## src/rtl/alu_serial.sv

```systemverilog
// Bit-serial WIDTH-bit ALU: one 1-bit slice consumes operand bits LSB first,
// one per clock, and the result word plus flags are published on entry to DONE.
module alu_serial #(
  parameter int WIDTH = 32
) (
  input  logic             clk,
  input  logic             reset,
  input  logic             start,
  input  logic [WIDTH-1:0] A,
  input  logic [WIDTH-1:0] B,
  input  logic [2:0]       control,
  output logic             busy,
  output logic             done,
  output logic [WIDTH-1:0] out,
  output logic             carryout,
  output logic             overflow,
  output logic             zero,
  output logic             negative
);

  localparam int CW = (WIDTH > 2) ? $clog2(WIDTH) : 1;
  localparam logic [CW-1:0] LAST = CW'(WIDTH - 1);

  typedef enum logic [1:0] {IDLE, RUN, DONE} state_t;

  state_t           state;
  logic [WIDTH-1:0] a_sr;
  logic [WIDTH-1:0] b_sr;
  logic [WIDTH-2:0] res_sr;
  logic [2:0]       op;
  logic             carry;
  logic [CW-1:0]    cnt;

  logic             slice_b;
  logic             slice_sum;
  logic             slice_cout;
  logic             slice_bit;
  logic [WIDTH-1:0] result;

  // The 1-bit slice; result is the full word as it would look after this edge's shift.
  always_comb begin
    slice_b    = b_sr[0] ^ (op[0] & ~op[2]);
    slice_sum  = a_sr[0] ^ slice_b ^ carry;
    slice_cout = (a_sr[0] & slice_b) | (carry & (a_sr[0] ^ slice_b));
    slice_bit  = slice_sum;
    if (op[2]) begin
      case (op[1:0])
        2'b00:   slice_bit = a_sr[0] & b_sr[0];
        2'b01:   slice_bit = a_sr[0] | b_sr[0];
        2'b10:   slice_bit = ~(a_sr[0] | b_sr[0]);
        default: slice_bit = a_sr[0] ^ b_sr[0];
      endcase
    end
    result = {slice_bit, res_sr};
  end

  always_ff @(posedge clk or posedge reset) begin
    if (reset) begin
      state    <= IDLE;
      a_sr     <= '0;
      b_sr     <= '0;
      res_sr   <= '0;
      op       <= '0;
      carry    <= 1'b0;
      cnt      <= '0;
      busy     <= 1'b0;
      done     <= 1'b0;
      out      <= '0;
      carryout <= 1'b0;
      overflow <= 1'b0;
      zero     <= 1'b0;
      negative <= 1'b0;
    end else begin
      done <= 1'b0;
      case (state)
        IDLE, DONE: begin
          busy <= 1'b0;
          if (start) begin
            state <= RUN;
            busy  <= 1'b1;
            a_sr  <= A;
            b_sr  <= B;
            op    <= control;
            cnt   <= '0;
            // Subtract starts with carry-in 1 to complete the two's complement of B.
            carry <= ~control[2] & control[0];
          end else begin
            state <= IDLE;
          end
        end
        RUN: begin
          a_sr   <= a_sr >> 1;
          b_sr   <= b_sr >> 1;
          res_sr <= result[WIDTH-1:1];
          carry  <= slice_cout;
          cnt    <= cnt + 1'b1;
          if (cnt == LAST) begin
            state    <= DONE;
            busy     <= 1'b0;
            done     <= 1'b1;
            out      <= result;
            carryout <= ~op[2] & slice_cout;
            overflow <= ~op[2] & (carry ^ slice_cout);
            zero     <= (result == '0);
            negative <= slice_bit;
          end
        end
        default: begin
          state <= IDLE;
          busy  <= 1'b0;
        end
      endcase
    end
  end

endmodule

```

## config.mk

```make
export PLATFORM = sky130hd
export DESIGN_NAME = alu_serial
export DESIGN_NICKNAME = d
export VERILOG_FILES = /design/src/rtl/alu_serial.sv
export SDC_FILE = /design/constraint.sdc
export NUM_CORES = 1
export LEC_CHECK = 0
export CORE_ASPECT_RATIO = 0.7
export CORE_MARGIN = 10
export CORE_UTILIZATION = 56
export DETAILED_ROUTE_END_ITERATION = 6
export GPL_TIMING_DRIVEN = 0
export PLACE_DENSITY = 0.95
export SKIP_CTS_REPAIR_TIMING = 1
export SYNTH_ARGS = -nofsm -noshare
export SYNTH_HDL_FRONTEND = slang
export SYNTH_SLANG_ARGS = --single-unit
```

## constraint.sdc

```tcl
create_clock -name clk -period 7 [get_ports clk]
set_input_delay 1.4 -clock clk [delete_from_list [all_inputs] [get_ports clk]]
set_output_delay 1.4 -clock clk [all_outputs]
set_load 0.02 [all_outputs]
```

Yosys cells after proc, flatten, opt, wreduce, memory -nomap -nowiden

Index checks and enable logic that the tools add are counted.
Widths: inputs -> output; s select.

Add/sub/neg operators: 1
Equal/unequal tests: 7
Mux-type cells: 18
Bitwise logic cells: 17
Reductions and logical operators: 8

Operator list:

| cell                | number |
|---|---|
| $pmux 32 s2         | 2 |
| $mux 32             | 2 |
| $logic_not 32->1    | 1 |
| $pmux 5 s2          | 1 |
| $and 1x1->1         | 7 |
| $mux 1              | 7 |
| $reduce_and 2->1    | 3 |
| $add 5x1->5 const B | 1 |
| $eq 5x5->1 const B  | 1 |
| $mux 5              | 1 |
| $xor 1x1->1         | 5 |
| $eq 2x1->1 const B  | 2 |
| $eq 2x2->1 const B  | 2 |
| $logic_not 2->1     | 2 |
| $ne 2x2->1 const B  | 2 |
| $pmux 1 s2          | 2 |
| $pmux 2 s2          | 1 |
| $not 1->1           | 3 |
| $pmux 1 s3          | 1 |
| $mux 2              | 1 |
| $or 1x1->1          | 2 |
| $reduce_bool 2->1   | 1 |
| $reduce_or 2->1     | 1 |

Register bits: 144
Input port bits: 70
Word-level logic and storage cells: 65

Longest topological paths before layout

Gate-level depths: netlist (run 1).

Word-level depth: 8
Gate-level depth with buffers: 7

Least setup slack after synthesis (run 1)

Ideal clock, no wire load.

Kind: input -> register
Start point: input port start
End point: register b_sr[1]
Arrival: 2.157 ns
Data required time: 6.876 ns
Path slack: 4.718 ns
Stages: 6
Buffers on the path: 3
Path through: nor2b_1 -> buf_2 -> buf_2 -> buf_2 -> a22oi_1 -> nand2_1

Word-level cells in the longest chain between the ends: 2

RTL lines:

| item                       | line | source |
|---|---|---|
| start: declaration         | 8    | `input logic start,` |
| $ne 2x2->1 (no line)       | -    |  |
| $reduce_and 2->1 (no line) | -    |  |
| end signal: assignment     | 93   | `b_sr <= b_sr >> 1;` |
| end: declaration           | 28   | `logic [WIDTH-1:0] b_sr;` |

Every way passes these cells.
A chain may end at the register's enable or synchronous reset.

Worst setup path in the final report (run 1)

Start point: register out[31]
End point: output port out[31]

RTL lines:

| item                     | line | source |
|---|---|---|
| start: declaration       | 14   | `output logic [WIDTH-1:0] out,` |
| start signal: assignment | 101  | `out <= result;` |

No word-level cell between the ends.

==> summary.md, run 1 <==
| Metric | Value |
|---|---|
| Status | complete, no violations |
| Final setup margin | 4070 ps |
| Root Buffer | clkbuf_16 |
| Clk_lat worst skew | 420 ps |
| Drt total wl | 14.4 mm |
| Utilization after layout | 74.9% |
| P&R area growth vs syn | 31.4% |
| Starting Density | 57.0% |
| Crit Path Category | flip-flop to output port |
| Syn Area/Cell | 10.5 um2 |
| RSZ-0062 raised after global routing | false |
| Pint | 2140 uW |
| Die width | 142 um |
| Via Count | 4646 |
| Critical Path Fanout Max | 3 |
| Core Region | 10300 um2 |
| Final cycle utilization of the critical path | 41.9% |
| Wire per inst | 17.4 um |
| Final hold viol count | 0 |
| GPL Wtd Cong | 0.844 |
| Finish-stage setup viols | 0 |
| Yosys reg bits | 143 |
| Crit path capture type | output port |
| Global Route Usage Sum | 19.5% |
| Post-Syn Instances | 560 |
| Arrival time at the worst endpoint | 1530 ps |
| Die area | 15000 um2 |
| Hold Crit Class | flip-flop to flip-flop |
| Sequential share of power | 41.8% |
| Combinational fraction of design power | 32.0% |
| # diodes | 0 |
| Net Sw Frac | 35.6% |
| Antenna-violating nets left | 0 |
| 1st-iter DRT viols | 328 |
| Syn nets | 635 |
| Slew Viols, Final | 0 |
| DRT Pass-1 Iters | 5 |
| Worst hold slack | 475 ps |
| Total gr overflow | 0 |
| Seq/Total Area, Yosys | 61.1% |
| Fin area | 7690 um2 |
| Die height | 106 um |
| Yosys warns | 0 |
| Clock sink count | 143 |
| CTS buffer count | 17 |
| Slew @ Worst Pin | 504 ps |
| Sum of negative setup slack | 0 ps |
| Post-synthesis cell type count | 33 |
| Minimum clock period | 2930 ps |
| # port buffers | 107 |
| Clk slew on worst S/H paths | 60 ps |
| Fin nets | 762 |
| Pin count of the biggest net entering global routing | 91 |
| Dpl ws | 4010 ps |
| Worst path required time | 5600 ps |
| Row count | 31 |
| Mapped Area | 5860 um2 |
| Fmax achieved | 341 MHz |
| Clock Power Share | 26.2% |
| Maximum root-to-sink buffer count | 2 |
| P_sw | 1180 uW |
| Setup crit start kind | flip-flop |
| Relative slew margins | 66.4% |
| Leak pwr | 0.00373 uW |
| Number of H-tree levels | 4 |
| Initial antenna violation count | 0 |
| Dpl hpwl | 10.3 mm |
| Max_cap viols | 0 |
| Power density cells | 432 nW/um2 |
| Placed cell area | 7130 um2 |
| Vias in the first global route | 4818 |
| DRC violations left | 0 |
| First-pass GRT wire length | 23.8 mm |
| Via density | 5.59 |
| CTS tree | done |
| I/O pin total | 108 |
| Layout cells sized above 1 | 8.87% |
| VDD IR max | 229 uV |
| Setup Skew | 7.63 ps |
state kept, by name (all words and copies together), names as in the netlist:
signal    flops
a_sr         32
b_sr         32
busy          1
carry         1
carryout      1
cnt           5
done          1
op            3
out          32
overflow      1
res_sr       31
state         2
zero          1
layout by cell type (no fill, tap or decap), drive strengths merged, types with 6 or more instances in the layout:
master and count:
inv 7, buf 27, a22oi 60, nor4 7, nand2 228, clkdlybuf4s50 107
dfrtp 143, o21ai 9, mux2 31, clkbuf 27, clkinv 6
critical path, stage by stage (launching register included):
cell	delay [ps]
dfrtp_1	400
buf_4	130
clkdlybuf4s50_1	590
metrics by stage:
| stage | cells | total power [uW] |
|---|---|---|
| after floorplan | 560 | 2040 |
| after global placement | 799 | 2340 |
| after global routing | 831 | 3530 |
| after CTS | 831 | 3330 |
| final | 831 | 3320 |
| after detailed placement | 800 | 2440 |
cell usage after synthesis:
library cell / instances / share of area, %
buf_4: 8 / 1.0
inv_1: 6 / 0.38
nand2b_1: 3 / 0.32
nor2b_1: 4 / 0.43
buf_2: 17 / 1.5
ha_1: 4 / 0.85
o31ai_1: 2 / 0.26
nand2_1: 227 / 15
nor3b_1: 1 / 0.13
fa_1: 1 / 0.34
a31oi_1: 1 / 0.11
and3_1: 1 / 0.11
xnor2_1: 2 / 0.30
o211ai_1: 1 / 0.13
o21ai_0: 7 / 0.60
a22oi_1: 60 / 7.7
o21ai_1: 2 / 0.17
a21oi_1: 1 / 0.085
mux2_1: 31 / 6.0
and2b_4: 1 / 0.17
nor3_1: 4 / 0.34
a211o_1: 1 / 0.15
a22o_1: 5 / 0.75
nand4_1: 3 / 0.32
clkbuf_1: 10 / 0.64
nand2_2: 1 / 0.11
nor4_1: 7 / 0.75
nor2_1: 1 / 0.064
nor2_2: 1 / 0.11
buf_6: 1 / 0.19
a221o_1: 2 / 0.34
nand3_1: 1 / 0.085
dfrtp_1: 143 / 61
worst paths after layout:
kind                                            from                      to  slack (ps)  cells after the start
worst max-delay path             out[31]$_DFFE_PP0P_                 out[31]        4070                      2
worst min-delay path            b_sr[18]$_DFFE_PP0P_    b_sr[18]$_DFFE_PP0P_         470                      2
worst max register to register     op[2]$_DFFE_PP0P_  res_sr[30]$_DFFE_PP0P_        5040                      6
worst min register to register  b_sr[18]$_DFFE_PP0P_    b_sr[18]$_DFFE_PP0P_         470                      2
max in group asynchronous                      reset   res_sr[9]$_DFFE_PP0P_        4810                      3
min in group asynchronous                      reset    a_sr[11]$_DFFE_PP0P_        1400                      2
power groups by stage:
stage	Sequential, uW	Clock (uW)	Combinational [uW]
floorplan	1380	0	663
global placement	1360	0	974
detailed placement	1390	0	1050
CTS	1380	874	1070
global route	1430	913	1190
finish	1390	870	1060
kinds of logic (layout without fill, tap and decap cells):
logic type / Yosys count / in the layout / synth area share, %
compound gates: 82 / 82 / 10.3
xor+xnor: 2 / 2 / 0.299
fa+ha+maj: 5 / 5 / 1.20
buf+inv: 42 / 181 / 3.70
flops: 143 / 143 / 61.1
mux: 31 / 31 / 5.96
simple gates: 255 / 255 / 17.5
routing by layer:
metal  share of wire (%)  global-route usage (%)  wire length, um
met3                 8.1                    6.19             1170
met5                   0                       0                0
met4                 1.3                    6.84              185
met1                  42                    24.9             6110
met2                  48                    30.9             6970
final cells by class:
class | count | area [um2]
sequential | 143 | 3580
fill | 635 | 2580
multi-input combinational | 375 | 2060
timing repair buffer | 108 | 1100
clock buffer | 17 | 425
buffer | 36 | 194
tap | 132 | 165
clock inverter | 14 | 144
inverter | 6 | 27.5
No activity file was read; power rests on OpenSTA's default activity.
==> run 2: changes to the inputs <==
--- a/config.mk
+++ b/config.mk
@@ -7,10 +7,10 @@
 export LEC_CHECK = 0
 export CORE_ASPECT_RATIO = 0.7
 export CORE_MARGIN = 10
-export CORE_UTILIZATION = 56
+export CORE_UTILIZATION = 47
 export DETAILED_ROUTE_END_ITERATION = 6
 export GPL_TIMING_DRIVEN = 0
-export PLACE_DENSITY = 0.95
+export PLACE_DENSITY = 0.86
 export SKIP_CTS_REPAIR_TIMING = 1
 export SYNTH_ARGS = -nofsm -noshare
 export SYNTH_HDL_FRONTEND = slang
==> constraint.sdc (replaced) <==
create_clock -name clk -period 2.68 [get_ports clk]
set_input_delay 0.536 -clock clk [delete_from_list [all_inputs] [get_ports clk]]
set_output_delay 0.536 -clock clk [all_outputs]
set_load 0.02 [all_outputs]
==> summary.md, run 2 (synthesized netlist as in run 1, its figures left out) <==
| Metric | Value |
|---|---|
| Status | complete, no violations (unchanged) |
| First-pass GRT wire length | 23.8 mm (about the same) |
| Max_cap viols | 0 (unchanged) |
| Root Buffer | clkbuf_16 (unchanged) |
| Fmax achieved | 494 MHz |
| Max stage delay on crit path | 590 ps (about the same) |
| Wire per inst | 16.4 um (was 17.4 um) |
| VDD IR max | 581 uV (was 229 uV) |
| # diodes | 0 (unchanged) |
| Critical Path Fanout Max | 3 (unchanged) |
| Total gr overflow | 0 (unchanged) |
| Maximum root-to-sink buffer count | 2 (unchanged) |
| Worst-path cell chain | buf_4 -> clkdlybuf4s50_1 (unchanged) |
| Crit Path Category | flip-flop to output port (unchanged) |
| Core Region | 12300 um2 (was 10300 um2) |
| Slew @ Worst Pin | 572 ps (was 504 ps) |
| Crit path capture type | output port (unchanged) |
| Starting Density | 47.6% (was 57.0%) |
| DRC violations left | 0 (unchanged) |
| Via Count | 4543 (was 4646) |
| Setup crit start kind | flip-flop (unchanged) |
| RSZ-0062 raised after global routing | false (unchanged) |
| Setup Skew | 14.8 ps (was 7.63 ps) |
| CTS buffer count | 17 (unchanged) |
| Die area | 17400 um2 (was 15000 um2) |
| Clk slew on worst S/H paths | 60 ps (about the same) |
| Leak pwr | 0.00380 uW (was 0.00373 uW) |
| Die height | 113 um (was 106 um) |
| CTS tree | done (unchanged) |
| Commonest non-fill, non-tap cell in the layout | nand2_1 (unchanged) |
| Vias in the first global route | 4752 (was 4818) |
| Global Route Usage Sum | 16.6% (was 19.5%) |
| Arrival time at the worst endpoint | 1490 ps (was 1530 ps) |
| Via density | 5.25 (was 5.59) |
| Dpl hpwl | 10.4 mm (was 10.3 mm) |
| Largest regs | a_sr: 32 flops, b_sr: 32 flops, out: 32 flops (unchanged) |
| Pin count of the biggest net entering global routing | 39 (was 91) |
| GPL Wtd Cong | 0.847 (was 0.844) |
| Clock sink count | 143 (unchanged) |
| Drt total wl | 14.2 mm (was 14.4 mm) |
| Antenna-violating nets left | 0 (unchanged) |
| Slew Viols, Final | 0 (unchanged) |
| Final cell count without fillers | 865 (was 831) |
| P&R area growth vs syn | 34.1% (was 31.4%) |
| Die width | 153 um (was 142 um) |
| Number of H-tree levels | 4 (unchanged) |
| I/O pin total | 108 (unchanged) |
| Row count | 34 (was 31) |
| Worst path required time | 2140 ps (was 5600 ps) |
| DRT Pass-1 Iters | 6 (was 5) |
| Placed cells | 833 (was 800) |
| # port buffers | 107 (unchanged) |
| Relative slew margins | 61.8% (was 66.4%) |
| Post-layout total power | 8830 uW (was 3320 uW) |
| Hold Crit Class | flip-flop to flip-flop (unchanged) |
| Clk_lat worst skew | 410 ps (was 420 ps) |
| Fin nets | 765 (was 762) |
| Worst path slowest cell | clkdlybuf4s50_1 (unchanged) |
| Layout cells sized above 1 | 9.10% (was 8.87%) |
| Final cycle utilization of the critical path | 75.5% |
| Finish-stage setup viols | 0 (unchanged) |
| 1st-iter DRT viols | 265 (was 328) |
| Final hold viol count | 0 (unchanged) |
| Commonest cells after routing, fill and taps aside | 227 x nand2_1, 143 x dfrtp_1, 107 x clkdlybuf4s50_1, 60 x a22oi_1, 31 x mux2_1 (unchanged) |
| Minimum clock period | 2020 ps |
| Sum of negative setup slack | 0 ps (unchanged) |
| Initial antenna violation count | 0 (unchanged) |
| Power density cells | 1120 nW/um2 (was 432 nW/um2) |
## run 2: layout make-up
cell class / instances / area, um2
well taps: 162 / 203
clock buffers: 22 / 474
flip-flops and latches: 143 / 3580
clock inverters: 10 / 159
multi-input cells: 375 / 2060
inverters: 6 / 26.3
repair buffers: 111 / 1160
plain buffers: 36 / 194
fillers: 942 / 4440
## run 2: routing by layer
layer | wire length, um | GRT usage [%] | vias up
met5 | 0 | 0 | -
met3 | 936 | 5.30 | 7
met4 | 133 | 5.15 | 0
li1 | - | - | 2143
met1 | 6470 | 21.3 | 2255
met2 | 6640 | 26.4 | 138
## run 2: final timing paths
path	from	end	slack (ps)	depth (start not counted)
max reg2reg	cnt[0]$_DFFE_PP0P_	out[0]$_DFFE_PP0P_	760	6
min reg2reg	a_sr[9]$_DFFE_PP0P_	a_sr[9]$_DFFE_PP0P_	470	2
max in group asynchronous	reset	b_sr[8]$_DFFE_PP0P_	1140	5
max	out[31]$_DFFE_PP0P_	out[31]	660	2
min	a_sr[9]$_DFFE_PP0P_	a_sr[9]$_DFFE_PP0P_	470	2
min in group asynchronous	reset	a_sr[23]$_DFFE_PP0P_	530	2
## run 2: power breakdown
group,switching (uW),internal (uW),total (uW),leakage [uW]
Clock,859,1630,2490,0.000306
Combinational,1500,1230,2730,0.00166
Sequential,612,3000,3610,0.00183
## run 2: through the flow
step                setup slack [ps]  utilization, %  hold slack (ps)  instance area [um2]
detailed placement               489            58.7              462                 7220
floorplan                        353               -              437                 5860
finish                           656            63.9              474                 7860
global placement                -757            58.0              454                 7130
global route                     577            63.9              492                 7860
CTS                              625            63.9              477                 7860
## run 2: worst max-delay path: cells and delay by family (launching register included)
family	cells	cell delay, ps
buf+inv	2	710
flops	1	380
==> run 3: changes to the inputs <==
--- a/config.mk
+++ b/config.mk
@@ -7,10 +7,10 @@
 export LEC_CHECK = 0
 export CORE_ASPECT_RATIO = 0.7
 export CORE_MARGIN = 10
-export CORE_UTILIZATION = 47
+export CORE_UTILIZATION = 52
 export DETAILED_ROUTE_END_ITERATION = 6
 export GPL_TIMING_DRIVEN = 0
-export PLACE_DENSITY = 0.86
+export PLACE_DENSITY = 0.89
 export SKIP_CTS_REPAIR_TIMING = 1
 export SYNTH_ARGS = -nofsm -noshare
 export SYNTH_HDL_FRONTEND = slang
==> constraint.sdc (replaced) <==
create_clock -name clk -period 2.1 [get_ports clk]
set_input_delay 0.42 -clock clk [delete_from_list [all_inputs] [get_ports clk]]
set_output_delay 0.42 -clock clk [all_outputs]
set_load 0.02 [all_outputs]
==> summary.md, run 3 (synthesized netlist as in run 1, its figures left out) <==
| Metric | Value |
|---|---|
| Status | complete, no violations (unchanged) |
| Relative slew margins | 45.1% (was 61.8%) |
| Root Buffer | clkbuf_16 (unchanged) |
| Antenna-violating nets left | 0 (unchanged) |
| Slew Viols, Final | 0 (unchanged) |
| Utilization after layout | 70.8% (was 63.9%) |
| VDD IR max | 663 uV (was 581 uV) |
| 1st-iter DRT viols | 380 (was 265) |
| P&R area growth vs syn | 33.2% (was 34.1%) |
| Placed cell area | 7180 um2 (was 7220 um2) |
| Wire per inst | 16.9 um (was 16.4 um) |
| Layout cells sized above 1 | 9.13% (was 9.10%) |
| Die width | 147 um (was 153 um) |
| Starting Density | 53.2% (was 47.6%) |
| Power density cells | 1450 nW/um2 (was 1120 nW/um2) |
| Setup crit start kind | flip-flop (unchanged) |
| Fillers | 751 (was 942) |
| R2R setup slack | 160 ps (was 760 ps) |
| Final cycle utilization of the critical path | 92.4% |
| Clock sink count | 143 (unchanged) |
| Dpl ws | 103 ps (was 489 ps) |
| I/O pin total | 108 (unchanged) |
| # diodes | 0 (unchanged) |
| Dpl hpwl | 10.1 mm (was 10.4 mm) |
| Global Route Usage Sum | 18.5% (was 16.6%) |
| Leak pwr | 0.00378 uW (was 0.00380 uW) |
| Core Region | 11000 um2 (was 12300 um2) |
| Total gr overflow | 0 (unchanged) |
| Fmax achieved | 515 MHz |
| Maximum root-to-sink buffer count | 2 (unchanged) |
| Vias in the first global route | 4864 (was 4752) |
| Worst path required time | 2390 ps (was 2140 ps) |
| Drt total wl | 14.4 mm (was 14.2 mm) |
| Initial antenna violation count | 0 (unchanged) |
| Die height | 109 um (was 113 um) |
| Pin count of the biggest net entering global routing | 42 (was 39) |
| Crit Path Category | flip-flop to flip-flop (was flip-flop to output port) |
| Hold Crit Class | flip-flop to flip-flop (unchanged) |
| First-pass GRT wire length | 24.1 mm (was 23.8 mm) |
| Arrival time at the worst endpoint | 2230 ps (was 1490 ps) |
| Minimum clock period | 1940 ps |
| Hold depth | 2 (unchanged) |
| DRT Pass-1 Iters | 5 (was 6) |
| Slew @ Worst Pin | 822 ps (was 572 ps) |
| Sum of negative setup slack | 0 ps (unchanged) |
| Die area | 16000 um2 (was 17400 um2) |
| Commonest cells after routing, fill and taps aside | 227 x nand2_1, 143 x dfrtp_1, 107 x clkdlybuf4s50_1, 60 x a22oi_1, 31 x mux2_1 (unchanged) |
| RSZ-0062 raised after global routing | false (unchanged) |
| Largest regs | a_sr: 32 flops, b_sr: 32 flops, out: 32 flops (unchanged) |
| Clk_lat worst skew | 420 ps (was 410 ps) |
| Critical Path Fanout Max | 10 (was 3) |
| Worst r2r dst | out[5]$_DFFE_PP0P_ (was out[0]$_DFFE_PP0P_) |
| Max_cap viols | 0 (unchanged) |
| Crit path capture type | flip-flop (was output port) |
| Commonest non-fill, non-tap cell in the layout | nand2_1 (unchanged) |
| # port buffers | 107 (unchanged) |
| Via density | 5.39 (was 5.25) |
| CTS tree | done (unchanged) |
| Worst hold endpoint | b_sr[7]$_DFFE_PP0P_ (was a_sr[9]$_DFFE_PP0P_) |
| Finish-stage setup viols | 0 (unchanged) |
| Post-layout total power | 11300 uW (was 8830 uW) |
| Final hold viol count | 0 (unchanged) |
| GPL Wtd Cong | 0.830 (was 0.847) |
| Hold Path Origin | b_sr[7]$_DFFE_PP0P_ (was a_sr[9]$_DFFE_PP0P_) |
| Multi-input gate area | 2060 um2 (unchanged) |
| DRC violations left | 0 (unchanged) |
| Final setup margin | 160 ps (was 656 ps) |
| Clk slew on worst S/H paths | 60 ps (about the same) |
| Fin nets | 764 (was 765) |
| Register Area | 3580 um2 (unchanged) |
| Reg2Reg Depth | 6 (unchanged) |
| R2r startpoint | cnt[0]$_DFFE_PP0P_ (unchanged) |
| Fin area | 7800 um2 (was 7860 um2) |
| CTS buffer count | 17 (unchanged) |
| Row count | 32 (was 34) |
| Via Count | 4599 (was 4543) |
| Setup Skew | 7.52 ps (was 14.8 ps) |
| Number of H-tree levels | 4 (unchanged) |
==> run 3: per-stage QoR <==
step                std cells  hold slack, ps
floorplan                 560             437
global route              854             493
CTS                       854             479
finish                    854             476
global placement          820             458
detailed placement        823             464
==> run 3: layout make-up <==
cell class                      count  share of cell area (%)
Clock inverter                     14                    2.44
Inverter                            6                   0.337
Sequential cell                   143                    45.9
Timing Repair Buffer              110                    14.5
Tap cell                          153                    2.45
Buffer                             36                    2.49
Multi-Input combinational cell    375                    26.4
Clock buffer                       17                    5.45
==> run 3: power breakdown <==
group	leakage, uW	switching (uW)	internal, uW	total (uW)
Clock	0.000299	1180	1980	3160
Sequential	0.00183	800	3820	4620
Combinational	0.00165	1930	1570	3500
==> run 3: worst max-delay path by stage <==
stage,start,to,slack [ps],cells past startpoint
after floorplan,reset,a_sr[0]$_DFFE_PP0P_,-110,1
after global placement,reset,done$_DFF_PP0_,-1210,2
after detailed placement,start,b_sr[2]$_DFFE_PP0P_,100,7
after CTS,out[31]$_DFFE_PP0P_,out[31],150,2
after global routing,op[2]$_DFFE_PP0P_,res_sr[30]$_DFFE_PP0P_,50,6
final,cnt[0]$_DFFE_PP0P_,out[5]$_DFFE_PP0P_,160,6
==> run 3: worst max-delay path: stages (launching register included) <==
cell,delay (ps)
dfrtp_1,410
ha_1,230
and3_1,190
ha_1,210
nand2_2,120
buf_2,260
mux2_1,380
==> run 3: metal layers <==
metal  global-route usage (%)  vias to the layer above  share of wire (%)
met4                     6.70                        0                1.7
met1                     22.7                     2266                 43
met3                     6.17                       25                7.0
li1                         -                     2149                  -
met2                     30.4                      159                 49
met5                        0                        -                  0
